===== src/rtl/mux_nto1_reg.sv =====
// Registered N-channel, W-bit multiplexer with manual select or masked round-robin scan.
// The output register is a one-deep buffer with a valid/ready handshake; it can refill on the cycle it drains.
module mux_nto1_reg #(
    parameter int N = 4,
    parameter int W = 8,
    localparam int SW = $clog2(N)
) (
    input  logic           clk,
    input  logic           rst,
    input  logic [N*W-1:0] d,
    input  logic [SW-1:0]  sel,
    input  logic           en_n,
    input  logic           mode,
    input  logic [N-1:0]   ch_mask,
    output logic [W-1:0]   y,
    output logic [SW-1:0]  y_ch,
    output logic           y_valid,
    input  logic           y_ready,
    output logic           sel_err
);

    logic          load;
    logic          sel_ok;
    logic [W-1:0]  sel_data;
    logic          found_hi;
    logic          found_lo;
    logic [SW-1:0] cand_hi;
    logic [SW-1:0] cand_lo;
    logic [W-1:0]  data_hi;
    logic [W-1:0]  data_lo;
    logic [SW-1:0] cand;
    logic [W-1:0]  cand_data;
    logic [SW-1:0] cand_next;
    logic [SW-1:0] scan_ptr;

    assign load = !en_n && (!y_valid || y_ready);

    // Manual path: a select at or beyond N matches no channel, which flags the error.
    always_comb begin
        sel_ok   = 1'b0;
        sel_data = '0;
        for (int k = 0; k < N; k++) begin
            if (sel == SW'(k)) begin
                sel_ok   = 1'b1;
                sel_data = d[k*W +: W];
            end
        end
    end

    // Cyclic search from scan_ptr: first masked channel at or above the pointer,
    // otherwise the lowest masked channel overall (the wrapped part of the search).
    always_comb begin
        found_hi = 1'b0;
        found_lo = 1'b0;
        cand_hi  = '0;
        cand_lo  = '0;
        data_hi  = '0;
        data_lo  = '0;
        for (int k = 0; k < N; k++) begin
            if (!found_hi && ch_mask[k] && (SW'(k) >= scan_ptr)) begin
                found_hi = 1'b1;
                cand_hi  = SW'(k);
                data_hi  = d[k*W +: W];
            end
            if (!found_lo && ch_mask[k]) begin
                found_lo = 1'b1;
                cand_lo  = SW'(k);
                data_lo  = d[k*W +: W];
            end
        end
    end

    assign cand      = found_hi ? cand_hi : cand_lo;
    assign cand_data = found_hi ? data_hi : data_lo;
    assign cand_next = (cand == SW'(N-1)) ? '0 : cand + SW'(1);

    // Output register, handshake and scan pointer. A disable drops any held sample
    // without waiting for the consumer but keeps the scan position.
    always_ff @(posedge clk or posedge rst) begin
        if (rst) begin
            y        <= '0;
            y_ch     <= '0;
            y_valid  <= 1'b0;
            sel_err  <= 1'b0;
            scan_ptr <= '0;
        end else if (en_n) begin
            y       <= '0;
            y_ch    <= '0;
            y_valid <= 1'b0;
            sel_err <= 1'b0;
        end else begin
            sel_err <= 1'b0;
            if (load) begin
                if (mode) begin
                    if (found_lo) begin
                        y        <= cand_data;
                        y_ch     <= cand;
                        y_valid  <= 1'b1;
                        scan_ptr <= cand_next;
                    end else begin
                        y_valid <= 1'b0;
                    end
                end else if (sel_ok) begin
                    y       <= sel_data;
                    y_ch    <= sel;
                    y_valid <= 1'b1;
                end else begin
                    y_valid <= 1'b0;
                    sel_err <= 1'b1;
                end
            end
        end
    end

endmodule


===== config.mk =====
export PLATFORM = sky130hd
export DESIGN_NAME = mux_nto1_reg
export DESIGN_NICKNAME = d
export VERILOG_FILES = /design/src/rtl/mux_nto1_reg.sv
export SDC_FILE = /design/constraint.sdc
export NUM_CORES = 1
export LEC_CHECK = 0
export CORE_ASPECT_RATIO = 0.5
export CORE_MARGIN = 3
export CORE_UTILIZATION = 45
export CTS_CLUSTER_SIZE = 10
export DETAILED_ROUTE_END_ITERATION = 7
export HOLD_SLACK_MARGIN = 0.02
export PLACE_DENSITY_LB_ADDON = 0.08
export SETUP_SLACK_MARGIN = 0.4
export SLEW_MARGIN = 20
export SYNTH_ARGS = -nofsm -noshare
export SYNTH_HDL_FRONTEND = slang
export SYNTH_SLANG_ARGS = --single-unit

===== constraint.sdc =====
create_clock -name clk -period 2.5 [get_ports clk]
set_input_delay 0.25 -clock clk [delete_from_list [all_inputs] [get_ports clk]]
set_output_delay 0.25 -clock clk [all_outputs]
set_load 0.05 [all_outputs]

==> results.md, run 1 <==
Setup path:
- The number of buffers and inverters on the critical path is 0.
- For the worst setup path, the data arrival time is 2170 ps.
- The critical path launch point type is a flop.
- The critical-path cell with the highest stage delay is dfrtp_1.
- At the worst endpoint, the required time is 2680 ps.
- Grouping stages by cell kind, the critical path spends the most delay in simple AND/OR/NAND/NOR gates.
- The endpoint type of the worst setup path is a flop.
- Traced cell by cell, the critical path runs through nand2b_1 > nor2_1 > a22oi_1 > o211ai_1 > a22o_1.
- The critical path is of the flop to flop type.
- The maximum fanout count along the critical path is 19.
- For this run, the slowest stage of the critical path takes 600 ps.

STA:
- The total count of max-transition violations in the final report is 0.
- The routed design could run at a clock period as short as 1990 ps.
- The setup slack after layout is 510 ps.
- The slew at the pin with the worst max-slew slack is 734 ps.
- The hold violation total from the final report is 0.
- Headroom to the max-slew limit came out at 0.509.
- Across all hold checks on the routed design, the worst slack comes to 350 ps.
- The share of the clock period used by the worst path after layout is 0.796.
- Between clock sinks in the finished design, the worst skew comes to 8.46 ps.
- Setup repair after global routing left no endpoint under its margin.
- Timing would allow up to 502 MHz.
- Setup violations remaining at the end of the flow were counted as 0.
- In the final timing run, aggregate negative setup slack is 0 ps.

Floorplan:
- The effective utilization at floorplan is 0.492.
- In this run the core area contains 14 standard-cell rows.
- The die footprint is 0.00421 mm2.
- The core area is 0.00314 mm2.
- Measured along the y axis, the die boundary spans 47.4 um.
- From left edge to right edge, the die measures 88.8 um.
- Pin placement for this block handled 55 I/O pins.

Drt:
- The wire length reported by the detailed router is 5280 um.
- The number of DRC markers in iteration 0 is 190.
- The detail route stage leaves a number of antenna-violating nets equal to 0.
- For this run, the detailed router's first-pass iteration total came to 7.
- The routed wire length per instance is 18.1 um.
- Summing over every cut layer, the via total after detailed routing is 1,894.
- In the routed design, unresolved DRC markers number 0.
- The routed via count divided by cell count is 6.49.

Clock tree:
- The number of hold buffers added after cts is 0.
- CTS saw 14 sinks.
- The post-CTS setup repair buffer count is 0.
- The later pin in the worst-skew pair is clocked with a latency of 250 ps.
- Counting the buffers created by CTS gives 3.
- The TritonCTS clock tree is done.
- In this run the number of H-tree levels came out at 1.
- The clock tree root driver cell is clkbuf_8.
- Clock-pin slew was measured on the worst setup and hold paths at 70 ps.
- The clock passes through at most 2 buffers.

Placement:
- The placement-stage cell area is 0.00218 mm2.
- Before CTS, the worst setup slack after placement is 344 ps.
- The weighted congestion reported at the end of routability-driven placement is 0.921.
- The HPWL reported at the end of detailed placement is 3780 um.
- The number of cells after detailed placement is 288.
- Input and output buffers added on the ports amount to 54.

Cells and area:
- The final design utilization is 0.712.
- The layout net count is 296.
- The final cell count without fillers is 292.
- The final design instance area without fill is 0.00223 mm2.
- Summing all multi-input logic gate instances after layout gives 0.00107 mm2.
- The count of filler cells inserted in the layout is 280.
- In the final layout, the share of cells above drive strength 1 is 0.0992.
- The repair_antennas step left the layout with diodes totalling 0.
- Registers take 350 um2.
- Relative to the synthesized area, the layout overhead comes to 44.9%.

Global routing:
- The initial antenna violation count is 0.
- The first global-routing pass estimated 7980 um of wire.
- The via count of the first global-routing pass came to 1,681.
- Entering global routing, the biggest net connects 20 pins.
- The overall overflow remaining after global route is 0.
- The overall routing resource usage is 0.252.

Synth:
- The number of nets handed over by synthesis was 237.
- Ranked by total cell area, the synthesized netlist is headed by dfrtp_1, a221oi_1, mux2i_1.
- The netlist area before placement is 0.00154 mm2.
- Counting distinct cell types in the post-synthesis netlist gives 32.
- The share of the Yosys chip area taken by registers is 0.227.
- The library cell with the largest summed area after synthesis is dfrtp_1.
- The Yosys step of the flow raised 0 warnings.
- The area share of the leading cell type in the synthesized netlist is 0.227.
- The flip-flop and latch count after synthesis is 14.
- After technology mapping, the gate count stands at 194.
- The average instance in the mapped netlist occupies 7.95 um2.

Pwr:
- In this run the static leakage power is 0.934 nW.
- Summing internal, switching and leakage power gives 1.20 mW.
- The worst-case IR drop observed on VDD is 0.239 mV.
- For this design the ratio of total power to cell area is 539 mW/mm2.

Run:
- Across the run, the number of max-cap violations was 0.

Worst hold path:
- The worst min-delay path class is input port to asynchronous set/reset pin.

Status:
- The run finished with clean final reports.
[layout make-up]
class	instances	share of cell area
Multi-Input combinational cell	152	0.480
Timing Repair Buffer	70	0.296
Sequential cell	14	0.157
Clock buffer	4	0.0246
Tap cell	40	0.0224
Inverter	12	0.0202
[flip-flops by register name (all words and copies together) (netlist names)]
register and flops:
y_valid 1, sel_err 1, y_ch 2, scan_ptr 2
y 8
[synthesized netlist by cell type]
master,n
nor2b_4,1
o211ai_1,7
a221oi_1,25
a311oi_1,1
a211o_1,8
buf_1,2
conb_1,1
a21oi_2,1
nor2_1,21
a22oi_1,7
a22o_1,9
and3_1,1
a21boi_1,1
buf_6,1
mux2_1,1
nand2b_1,3
buf_2,7
nor3b_2,1
o21ai_0,18
o2111ai_1,1
inv_1,12
o311ai_1,1
clkbuf_1,6
nor4_2,1
a31oi_1,2
o21a_1,1
o21ai_1,1
dfrtp_1,14
nand2_1,7
mux2i_1,16
a21oi_1,4
nor2b_1,12
[where the power goes]
| part | internal (mW) | switching (mW) |
|---|---|---|
| Clock | 0.140 | 0.0956 |
| Combinational | 0.287 | 0.347 |
| Sequential | 0.263 | 0.0710 |
| Total | 0.690 | 0.514 |
[cell families after synthesis]
family	after synthesis	synth area share
compound gates	87	0.422
simple gates	47	0.158
buf+inv	28	0.0787
mux	17	0.111
flops	14	0.227
other cells	1	0.00243
[what timing repair did]
item	in CTS	in global routing
setup endpoints to repair	0	1
hold endpoints to repair	0	0
resized for setup	0	1
[path summary, 6_finish.rpt]
kind | start | to | slack, ps | cells after the start
max | scan_ptr[1] | y[5] | 510 | 5
min | rst | y[0] | 350 | 2
max in group asynchronous | rst | y[5] | 1770 | 2
max reg2reg | scan_ptr[1] | y[5] | 510 | 5
min in group clk | y_ch[0] | y_ch[0] | 490 | 2
min reg2reg | y_ch[0] | y_ch[0] | 490 | 2
[cell usage in the layout, fill, tap and decap left out, types with 2 or more instances in the layout]
master / instances
a22oi_1: 7
clkbuf_8: 4
dfrtp_1: 14
nor2b_1: 11
nand2_1: 7
buf_4: 16
a31oi_1: 2
inv_1: 12
mux2i_1: 16
a21oi_1: 4
a211o_1: 8
nor2_1: 21
o211ai_1: 7
clkdlybuf4s50_1: 54
o21ai_0: 18
a22o_1: 9
a221oi_1: 25
nand2b_1: 3
[per-layer routing]
| layer | vias to the layer above | GRT usage | part of all wire |
|---|---|---|---|
| met5 | - | 0 | 0 |
| met4 | 0 | 0.0663 | 0.013 |
| met3 | 8 | 0.0630 | 0.11 |
| met2 | 114 | 0.409 | 0.46 |
| met1 | 902 | 0.341 | 0.42 |
| li1 | 870 | - | - |
[worst register-to-register path: stages, from the launching register on]
cell	delay, ps
dfrtp_1	600
nand2b_1	270
nor2_1	570
a22oi_1	140
o211ai_1	160
a22o_1	170
Note: power is estimated with default switching activity, not from simulation.
==> inputs of run 2 (changes only) <==
CORE_UTILIZATION = 41   (was 45)
clock period = 1.74 ns   (was 2.5 ns; I/O delays follow)
==> run 2 against run 1 <==
Worst hold slack worse by 89 ps. Routed wire length is 33% higher. Critical path depth is 1 higher. Via count is 14% higher. Die area is 8.8% higher. Combinational power is 130% higher. Largest power group unchanged.
==> results.md, run 2 (same netlist as run 1, synthesis figures left out) <==
STA:
- The total count of max-transition violations in the final report came to 0.
- The slew at the pin with the worst max-slew slack is 578 ps.
- The final worst clock skew is 11.6 ps.
- Headroom to the max-slew limit came out at 0.614.
- The share of the clock period used by the worst path after layout is 0.871.
- The worst path meets setup with 224 ps of slack.
- Setup violations remaining at the end of the flow were counted as 0.
- For the finished layout, the period the worst path requires is 1520 ps.
- The post-route setup TNS is 0 ps.
- Setup repair after global routing could not meet its margin everywhere.
- The hold violation total from the final report is 0.
- The highest achievable clock rate is 660 MHz.

Clock tree:
- At the later pin of the worst-skew pair, clock insertion delay measures 260 ps.
- Clock-pin slew was measured on the worst setup and hold paths at 70 ps.
- The maximum clock insertion buffer count is 2.
- The number of sinks driven by the clock tree is 14.
- The clock tree root driver cell is clkbuf_8.
- The TritonCTS clock tree is done.
- Buffers inserted during clock tree synthesis total 3.
- The number of levels the H-tree was split into is 1.

Setup path:
- The signal on the critical path passes through buf_6 > nor2b_4 > o21ai_1 > o21ai_1 > o211ai_1 > a22o_1.
- The worst setup path is launched from a flop.
- The largest stage delay on the critical path is 460 ps.
- The worst setup path category is flop to flop.
- In this run the worst path has a maximum fanout of 8.
- The slowest stage of the critical path belongs to the cell dfrtp_2.
- The required time reported for the critical path endpoint is 1880 ps.
- For the worst setup path, the data arrival time is 1660 ps.
- The kind of cell adding the most delay to the critical path is compound AO/OA/AOI/OAI gates.
- The worst setup path is captured at a flop.
- Counting both buffers and inverters, the worst setup path holds a total of 1.
- The most numerous cell on the critical path is o21ai_1.

Cells and area:
- In the layout the commonest cells are buf_4, clkdlybuf4s50_1, nor2_1.
- The area growth from synthesis to final layout is 75.7%.
- The flip-flop count of the largest register, all copies and words added is 8.
- The fraction of final layout cells sized beyond drive strength 1 is 0.352.
- The library cell used most frequently in the layout, excluding fill and tap cells, is buf_4.
- The repair_antennas step left the layout with diodes totalling 0.
- The largest registers in the layout are y x8, scan_ptr x2, y_ch x2.
- Once layout is complete, the utilization of the core stands at 0.768.
- The final layout contains 328 nets.
- The register containing the most flip-flops in the final layout is y.

Placement:
- The weighted congestion reported at the end of routability-driven placement is 0.919.
- Port buffering added 54 buffers.
- Once detailed placement completed, the half-perimeter wirelength came to 4470 um.
- The worst slack at placement is -292 ps.

Global routing:
- The via count of the first global-routing pass is 2,066.
- Entering global routing, the biggest net connects 15 pins.
- The global-route wire length before repair is 10,600 um.
- The overall overflow remaining after global route is 0.
- Across every metal layer, demand over resource in global routing totals 0.300.
- The initial antenna violation count is 0.

Floorplan:
- The core area is 0.00353 mm2.
- The effective utilization at floorplan is 0.437.
- The width of the die is 92.7 um.
- 55 I/O pins were placed.
- The die covers 0.00458 mm2.
- The floorplan die height is 49.4 um.
- The initialized floorplan defines 15 standard-cell rows.

Drt:
- The wire length reported by the detailed router is 7010 um.
- The routed wire length per instance is 20.9 um.
- The number of optimization iterations in the first detailed-route pass is 6.
- In this run the remaining antenna-violating nets after routing total 0.
- The number of DRC markers in iteration 0 is 296.
- The routed via count divided by cell count is 6.44.
- Summing over every cut layer, the via total after detailed routing is 2,159.
- The DRC violation count after routing is 0.

Run:
- The count of max-cap constraint violations is 0.

Worst hold path:
- The worst min-delay path class is input port to asynchronous set/reset pin.

Pwr:
- For this design the static power due to leakage is 1.18 nW.
- Power spread over the standard cell area amounts to 842 mW/mm2.
- The power consumption is 2.28 mW.
- Across the VDD grid, the largest voltage drop is 0.438 mV.

Status:
- The flow ran to the end, and the final reports show no timing, DRC or antenna violations.
-- run 2: power by group --
part	internal [mW]	total, mW	switching (mW)
Sequential	0.384	0.459	0.0755
Combinational	0.703	1.48	0.774
Clock	0.201	0.346	0.144
-- run 2: cell type report --
| cell class | count | area (um2) |
|---|---|---|
| Tap cell | 51 | 63.8 |
| Inverter | 12 | 45.0 |
| Multi-Input combinational cell | 153 | 1270 |
| Fill cell | 256 | 820 |
| Clock buffer | 4 | 55.1 |
| Sequential cell | 14 | 354 |
| Timing Repair Buffer | 101 | 921 |
-- run 2: routing by layer --
layer | routed length [um] | GRT usage
met2 | 3010 | 0.469
met4 | 259 | 0.107
met3 | 913 | 0.108
met5 | 0 | 0
met1 | 2820 | 0.384
-- run 2: final timing paths --
check | from | slack (ps) | depth (start not counted) | endpoint
max in group asynchronous | rst | 1060 | 2 | scan_ptr[1]
min reg2reg | y[5] | 520 | 1 | y[5]
min in group clk | y[5] | 520 | 1 | y[5]
max reg2reg | scan_ptr[1] | 220 | 6 | y[5]
max | scan_ptr[1] | 220 | 6 | y[5]
min | rst | 260 | 2 | y_ch[0]
-- run 2: timing repair --
item                       CTS  global route
buffers inserted             9             1
hold buffers                 0             0
gates cloned                 2             0
pin swaps                   36            16
setup endpoints to repair   24            20
hold endpoints to repair     0             0
resized for setup           79            23
-- run 2: stage by stage --
step                instance area (um2)  instances  hold slack [ps]
global route                       2710        335              330
global placement                   2380        319              494
CTS                                2660        334              286
detailed placement                 2380        319              492
floorplan                          1580        194             63.2
finish                             2710        335              261
